**config.mk**
```make
export PLATFORM = sky130hd
export DESIGN_NAME = mult_hilo_ctrl
export DESIGN_NICKNAME = d
export VERILOG_FILES = /design/src/rtl/mult_hilo_ctrl.sv
export SDC_FILE = /design/constraint.sdc
export NUM_CORES = 1
export LEC_CHECK = 0
export CORE_MARGIN = 8
export CORE_UTILIZATION = 58
export DETAILED_ROUTE_END_ITERATION = 8
export DONT_BUFFER_PORTS = 1
export PLACE_DENSITY = 0.86
export REMOVE_ABC_BUFFERS = 1
export SLEW_MARGIN = 15
export SYNTH_ARGS = -nofsm -noshare
export SYNTH_HDL_FRONTEND = slang
export SYNTH_SLANG_ARGS = --single-unit
```
**constraint.sdc**
```tcl
create_clock -name clk -period 2.9 [get_ports clk]
set_clock_uncertainty 0.05 [all_clocks]
set_input_delay 0.29 -clock clk [delete_from_list [all_inputs] [get_ports clk]]
set_output_delay 0.29 -clock clk [all_outputs]
set_load 0.05 [all_outputs]
```
**src/rtl/mult_hilo_ctrl.sv**
```systemverilog
// Control and HI/LO result-register stage around an external 16x16 combinational multiplier.
// Optional signed-product correction is built only when MULT_SIGNED_EN is defined.
module mult_hilo_ctrl #(
    parameter int LATENCY = 2,
    parameter int CNT_W   = 4
) (
    input  logic        clk,
    input  logic        rst_n,
    input  logic        start,
    input  logic        acc,
    input  logic        signed_op,
    input  logic [15:0] op_a,
    input  logic [15:0] op_b,
    output logic        ready,
    output logic [15:0] mult_a,
    output logic [15:0] mult_b,
    input  logic [15:0] mult_hi,
    input  logic [15:0] mult_lo,
    input  logic        hi_we,
    input  logic        lo_we,
    input  logic [15:0] wdata,
    output logic [15:0] hi,
    output logic [15:0] lo,
    output logic        done
);

    typedef enum logic {
        S_IDLE = 1'b0,
        S_WAIT = 1'b1
    } state_e;

    state_e           state_q, state_d;
    logic [CNT_W-1:0] cnt_q, cnt_d;
    logic             acc_q, acc_d;
    logic [15:0]      mult_a_q, mult_a_d;
    logic [15:0]      mult_b_q, mult_b_d;
    logic [15:0]      hi_q, hi_d;
    logic [15:0]      lo_q, lo_d;
    logic             done_q, done_d;
    logic [15:0]      prod_hi;
    logic [31:0]      prod;
    logic             accept;

    assign accept = (state_q == S_IDLE) && start;

`ifdef MULT_SIGNED_EN
    logic sgn_q, sgn_d;

    always_comb begin
        sgn_d = sgn_q;
        if (accept) begin
            sgn_d = signed_op;
        end
    end

    always_ff @(posedge clk or negedge rst_n) begin
        if (!rst_n) begin
            sgn_q <= 1'b0;
        end else begin
            sgn_q <= sgn_d;
        end
    end

    // The array is unsigned; subtracting each operand where the other is negative
    // turns the upper half into the two's-complement product's upper half.
    always_comb begin
        prod_hi = mult_hi;
        if (sgn_q) begin
            prod_hi = mult_hi - (mult_a_q[15] ? mult_b_q : 16'd0)
                              - (mult_b_q[15] ? mult_a_q : 16'd0);
        end
    end
`else
    logic unused_signed_op;
    assign unused_signed_op = signed_op;
    assign prod_hi          = mult_hi;
`endif

    assign prod = {prod_hi, mult_lo};

    always_comb begin
        // NOTE: every next-state signal gets its hold value first so no path leaves one unassigned (no latches).
        state_d  = state_q;
        cnt_d    = cnt_q;
        acc_d    = acc_q;
        mult_a_d = mult_a_q;
        mult_b_d = mult_b_q;
        hi_d     = hi_q;
        lo_d     = lo_q;
        done_d   = 1'b0;

        unique case (state_q)
            S_IDLE: begin
                if (hi_we) begin
                    hi_d = wdata;
                end
                if (lo_we) begin
                    lo_d = wdata;
                end
                if (start) begin
                    mult_a_d = op_a;
                    mult_b_d = op_b;
                    acc_d    = acc;
                    cnt_d    = CNT_W'(LATENCY);
                    state_d  = S_WAIT;
                end
            end
            S_WAIT: begin
                if (cnt_q == CNT_W'(1)) begin
                    {hi_d, lo_d} = acc_q ? ({hi_q, lo_q} + prod) : prod;
                    done_d       = 1'b1;
                    state_d      = S_IDLE;
                end else begin
                    cnt_d = cnt_q - CNT_W'(1);
                end
            end
            default: state_d = S_IDLE;
        endcase
    end

    // NOTE: state registers use non-blocking assignments so every flop samples pre-edge values.
    always_ff @(posedge clk or negedge rst_n) begin
        if (!rst_n) begin
            state_q  <= S_IDLE;
            cnt_q    <= '0;
            acc_q    <= 1'b0;
            mult_a_q <= '0;
            mult_b_q <= '0;
            hi_q     <= '0;
            lo_q     <= '0;
            done_q   <= 1'b0;
        end else begin
            state_q  <= state_d;
            cnt_q    <= cnt_d;
            acc_q    <= acc_d;
            mult_a_q <= mult_a_d;
            mult_b_q <= mult_b_d;
            hi_q     <= hi_d;
            lo_q     <= lo_d;
            done_q   <= done_d;
        end
    end

    assign ready  = (state_q == S_IDLE);
    assign mult_a = mult_a_q;
    assign mult_b = mult_b_q;
    assign hi     = hi_q;
    assign lo     = lo_q;
    assign done   = done_q;

endmodule

```
Word-level counts from Yosys, hierarchy flattened

Cells that the tools add are included.

$add $sub $neg: 2
Multipliers: 0
Divide/modulo/power cells: 0
$lt $le $gt $ge: 0
Equality and inequality tests: 6
Shift-type cells: 0
Mux-type cells: 15
Bitwise gates (word level): 1
Reductions and logical operators: 4

Operators by type and width:

| operator                                                           | number |
|---|---|
| 16-bit two-way mux                                                 | 4 |
| 16-bit case mux with 2 select lines                                | 2 |
| 32-bit adder                                                       | 1 |
| 32-bit two-way mux                                                 | 1 |
| 4-bit two-way mux                                                  | 2 |
| 4-bit case mux with 2 select lines                                 | 1 |
| 2-bit AND reduction                                                | 4 |
| 2-bit by 1-bit != test with 1-bit output, second input constant    | 3 |
| 4-bit by 1-bit == test with 1-bit output, second input constant    | 1 |
| 1-bit two-way mux                                                  | 4 |
| 2-bit != test, second input constant                               | 2 |
| 4-bit by 1-bit subtractor with 4-bit output, second input constant | 1 |
| 1-bit case mux with 2 select lines                                 | 1 |
| 1-bit NOT                                                          | 1 |

Bits in registers: 71
Bits in latches: 0
Memory bits (writable): 0
ROM bits: 0
Output and inout bits: 66
Word-level logic and storage cells: 36
Memories: 0

Depth between registers and ports, before layout

Depth in word-level cells: 4
Gate-level depth with buffers: 11
Depth with buffers taken out: 11

Worst setup path before layout

No wires, ideal clock.

Kind: register to register
From: reg lo_q[0] (netlist: lo[0])
To: reg hi_q[14] (netlist: hi[14])
Setup time: 0.142 ns
Data arrival time: 2.929 ns
Slack: -0.221 ns
Cell stages (with the launch flop): 12
Clock period less this slack: 3.121 ns
Path through: dfrtp_1 -> ha_1 -> fa_1 -> a21o_1 -> a211oi_2 -> o21bai_2 -> a31o_1 -> a211oi_4 -> o21ai_2 -> a311oi_2 -> xor2_1 -> o221ai_1

Word-level cells in the longest chain between the ends: 4

RTL lines:

| item                                | line | text |
|---|---|---|
| start: declaration                  | 38   | `logic [15:0] lo_q, lo_d;` |
| start signal: assignment            | 139  | `lo_q <= lo_d;` |
| 32-bit adder                        | 110  | `{hi_d, lo_d} = acc_q ? ({hi_q, lo_q} + prod) : prod;` |
| 32-bit two-way mux                  | 110  |  |
| 16-bit two-way mux                  | 109  | `if (cnt_q == CNT_W'(1)) begin` |
| 16-bit case mux with 2 select lines | 92   | `unique case (state_q)` |
| end signal: assignment              | 138  | `hi_q <= hi_d;` |
| end: declaration                    | 37   | `logic [15:0] hi_q, hi_d;` |

Every way passes these cells. The select of a mux whose other input is x is not followed.
A chain may end at the register's enable or synchronous reset.

Worst setup path in the final report

From: reg lo_q[0] (netlist: lo[0])
To: reg hi_q[12] (netlist: hi[12])

The elaborated chain is that of the path after synthesis.

==> metrics.log <==
[metrics] signed area change from the synthesized netlist to the final layout: 19.0%
[metrics] origin of the worst min-delay path: op_a[8]
[metrics] number of synthesized register bits: 71
[metrics] multi-input gate area in the final layout: between 0.003 and 0.004 mm2
[metrics] placed cell count: 706
[metrics] instance area at placement: about 0.0053 mm2
[metrics] non-filler instance count after layout: between 700 and 800
[metrics] period utilisation layout: 0.992
[metrics] logic depth of the worst register-to-register path: 12
[metrics] clock period minus final worst setup slack: 2.88 ns
[metrics] row cnt: 33
[metrics] fin area: between 0.005 and 0.006 mm2
[metrics] Setup violations, final: 0
[metrics] leading cell types by total area after synthesis: dfrtp_1 36%, nand2_1 11%, ha_1 8.4%
[metrics] most common cell in the synthesized netlist: nand2_1
[metrics] crit-path max FO: 3
[metrics] HPWL after detailed placement: approximately 11000 um
[metrics] Clock Latency Late Sink: between 0.3 and 0.4 ns
[metrics] drt first-iter violations: approximately 320
[metrics] antenna-violating nets left: 0
[metrics] worst hold path cell count: 2
[metrics] least setup slack across all paths after layout: ~0.022 ns
[metrics] number of max-capacitance violations reported: 0
[metrics] total clock buffers created by CTS: 9
[metrics] cell with the largest stage delay on the worst path: dfrtp_1
[metrics] total negative slack for setup checks: 0 ns
[metrics] total via count after detailed routing: roughly 4.7k
[metrics] via density per instance: around 6.2
[metrics] Leakage Power: around 2.8 nW
[metrics] maximum clock frequency: 347 MHz
[metrics] share of Yosys cell area claimed by the top area cell type: 0.362
[metrics] pin count of the biggest net entering global routing: 72
[metrics] post-synthesis instance total: a little under 600
[metrics] final number of hold-violating endpoints: 0
[metrics] total design power: 8.55 mW
[metrics] Max H-tree Level: 3
[metrics] largest stage delay on the critical path: 0.43 ns
[metrics] fin nets: roughly 760
[metrics] cell chain of the critical path: ha_4 -> fa_2 -> a21o_1 -> a211oi_2 -> o21bai_2 -> a31o_1 -> a211oi_4 -> buf_6 -> o21a_1 -> o21ai_2 -> xnor2_1 -> o221ai_1
[metrics] die outline width: roughly 110 um
[metrics] arrival time of data at the critical path endpoint: 3.05 ns
[metrics] I/O pin count: ~150
[metrics] Diodes inserted: 0
[metrics] clock sinks: between 70 and 80
[metrics] reg-to-reg critical path endpoint: hi[12]
[metrics] count of final max-slew check failures: 0
[metrics] Ys Warns: 0
[metrics] count of cell types in the netlist: 60
[metrics] mapped cell area: about 0.005 mm2
[metrics] number of synthesized flops with an enable pin: 0
[metrics] length of the first detailed-routing pass in iterations: 5
[metrics] share of cells above drive strength 1: 0.139
[metrics] Slew headroom: 0.493
[metrics] transition time at the pin with the least slew margin: between 0.7 and 0.8 ns
[metrics] CTS tree: yes
[metrics] required time of the worst setup path: ~3.1 ns
[metrics] core utilization of the finished layout: 0.710
[metrics] DR DRC count: 0
[metrics] Core ar.: just over 0.008 mm2
[metrics] Async SR Flop Fraction: 1.00
[metrics] most area-hungry cell type in the Yosys netlist: dfrtp_1
[metrics] post-CTS clock slew at the launch and capture registers of the worst setup and hold paths: 0.09 ns
[metrics] Avg Synthesized Cell Area: 8.33 um2
[metrics] cell area power density: approximately 1500 mW/mm2
[metrics] footprint of the flip-flops and latches: 0.00178 mm2
[metrics] initial antenna violation count: 0
[metrics] total detailed-routing wirelength: 15300 um
[metrics] number of global-route vias before repair: roughly 4.8k
[metrics] worst-case setup slack after placement: -0.116 ns
[metrics] final weighted congestion of routability-driven global placement: between 0.8 and 0.9
[metrics] All-Layer GR Usage: 0.261
[metrics] commonest cells in the netlist: 140 x nand2_1, 71 x dfrtp_1, 48 x a21oi_1, 40 x nor2_1, 33 x ha_1
[metrics] register area share after synthesis: 0.362
[metrics] Hold Crit Endpoint: mult_a[8]
[metrics] quantity of I/O buffers inserted on ports: 0
[metrics] area of the die: 0.0117 mm2
[metrics] post-DR wirelength/cell: 20.3 um
[metrics] Crit Path Class: flip-flop to flip-flop
[metrics] number of buffers on the longest clock path: 2
[metrics] type of destination of the critical path: flip-flop
[metrics] Die Height: 108 um
[metrics] maximum vdd drop: 0.827 mV
[metrics] aggregate global routing overflow: 0
[metrics] first-pass GRT wire length: ~24000 um
[metrics] worst hold-check slack: approximately 0.0096 ns
[metrics] clk root buf: clkbuf_8
[metrics] outcome: finished, final reports clean
[metrics] CP Launch Type: flip-flop
[metrics] source of the worst register-to-register timing path: lo[0]
[metrics] internal reg-to-reg setup slack: approximately 0.022 ns
[metrics] flip-flop cell with the highest count after synthesis: dfrtp_1
[metrics] setup repair after global routing missed its margin: true
[metrics] Filler cells: roughly 620
[metrics] initial standard-cell utilization of the core: 0.597
[metrics] class of the tightest hold or removal check: input pin to flip-flop
==> timing repair <==
action,CTS,global route
endpoints found under the hold margin,96,0
buffers inserted,1,2
pin swaps,6,7
resized for setup,3,10
hold buffers,27,0
setup endpoints to repair,9,11
==> worst max-delay path, delay by kind of cell, from the launching register on <==
| kind | cells | cell delay (ns) |
|---|---|---|
| AOI/OAI and AO/OA | 8 | 1.43 |
| xor gates and xnor gates | 1 | 0.16 |
| adders and majority gates | 2 | 0.53 |
| buffers and inverters | 1 | 0.15 |
| DFF | 1 | 0.43 |
==> registers in the layout (all words and copies together), names as in the netlist <==
signal,cells
acc_q,1
cnt_q,4
done,1
hi,16
lo,16
mult_a,16
mult_b,16
state_q,1
==> kinds of logic (layout without fill, tap and decap cells) <==
logic type / count (synthesis) / count (layout) / synth area share
and+or+nand+nor: 227 / 227 / 0.195
adders and majority gates: 34 / 34 / 0.0883
DFF: 71 / 71 / 0.362
muxes: 8 / 8 / 0.0168
AOI/OAI and AO/OA: 178 / 178 / 0.251
buffers and inverters: 42 / 100 / 0.0329
xor gates and xnor gates: 29 / 29 / 0.0533
==> layout by cell type, fill, tap and decap left out, types with 6 or more instances in the layout <==
cell	instances
nand2b_1	6
nor2_1	40
nor3_1	8
a21oi_1	47
a21o_1	30
dlygate4sd3_1	26
xnor2_1	17
nand4_1	8
a211oi_1	14
o21ai_1	10
o221ai_1	7
inv_1	8
xor2_1	11
mux2i_1	6
buf_4	47
nor2b_1	6
clkbuf_8	9
and3_1	6
nand2_1	140
o21ai_0	23
dfrtp_1	71
ha_1	31
==> worst max path at each step <==
| stage | start | end | slack (ns) | cells after the start |
|---|---|---|---|---|
| after CTS | lo[0] | hi[12] | 0.02 | 12 |
| final | lo[0] | hi[12] | 0.02 | 12 |
| after global placement | lo[0] | lo[12] | -0.02 | 12 |
| after floorplan | lo[0] | hi[14] | -0.24 | 11 |
| after global routing | lo[0] | hi[12] | -0.1 | 12 |
| after detailed placement | lo[0] | hi[12] | -0.12 | 12 |
==> layer usage <==
layer	global-route usage	vias to the layer above	wire, um
met2	0.430	244	7290
li1	-	2189	-
met4	0.121	0	482
met3	0.0964	44	1730
met5	0	-	0
met1	0.296	2218	5760
==> cell type report <==
| cell class | count | area share |
|---|---|---|
| inverters | 9 | 0.00579 |
| clock inverters | 7 | 0.0137 |
| flip-flops and latches | 71 | 0.304 |
| repair buffers | 75 | 0.112 |
| well taps | 105 | 0.0225 |
| clock buffers | 9 | 0.0212 |
| multi-input cells | 476 | 0.521 |
==> where the power goes <==
group | switching (mW) | leakage [nW] | internal (mW)
sequential | 1.25 | 0.855 | 1.46
combinational | 3.08 | 1.80 | 1.91
clock | 0.438 | 0.102 | 0.410
Note: power is estimated with default switching activity, not from simulation.
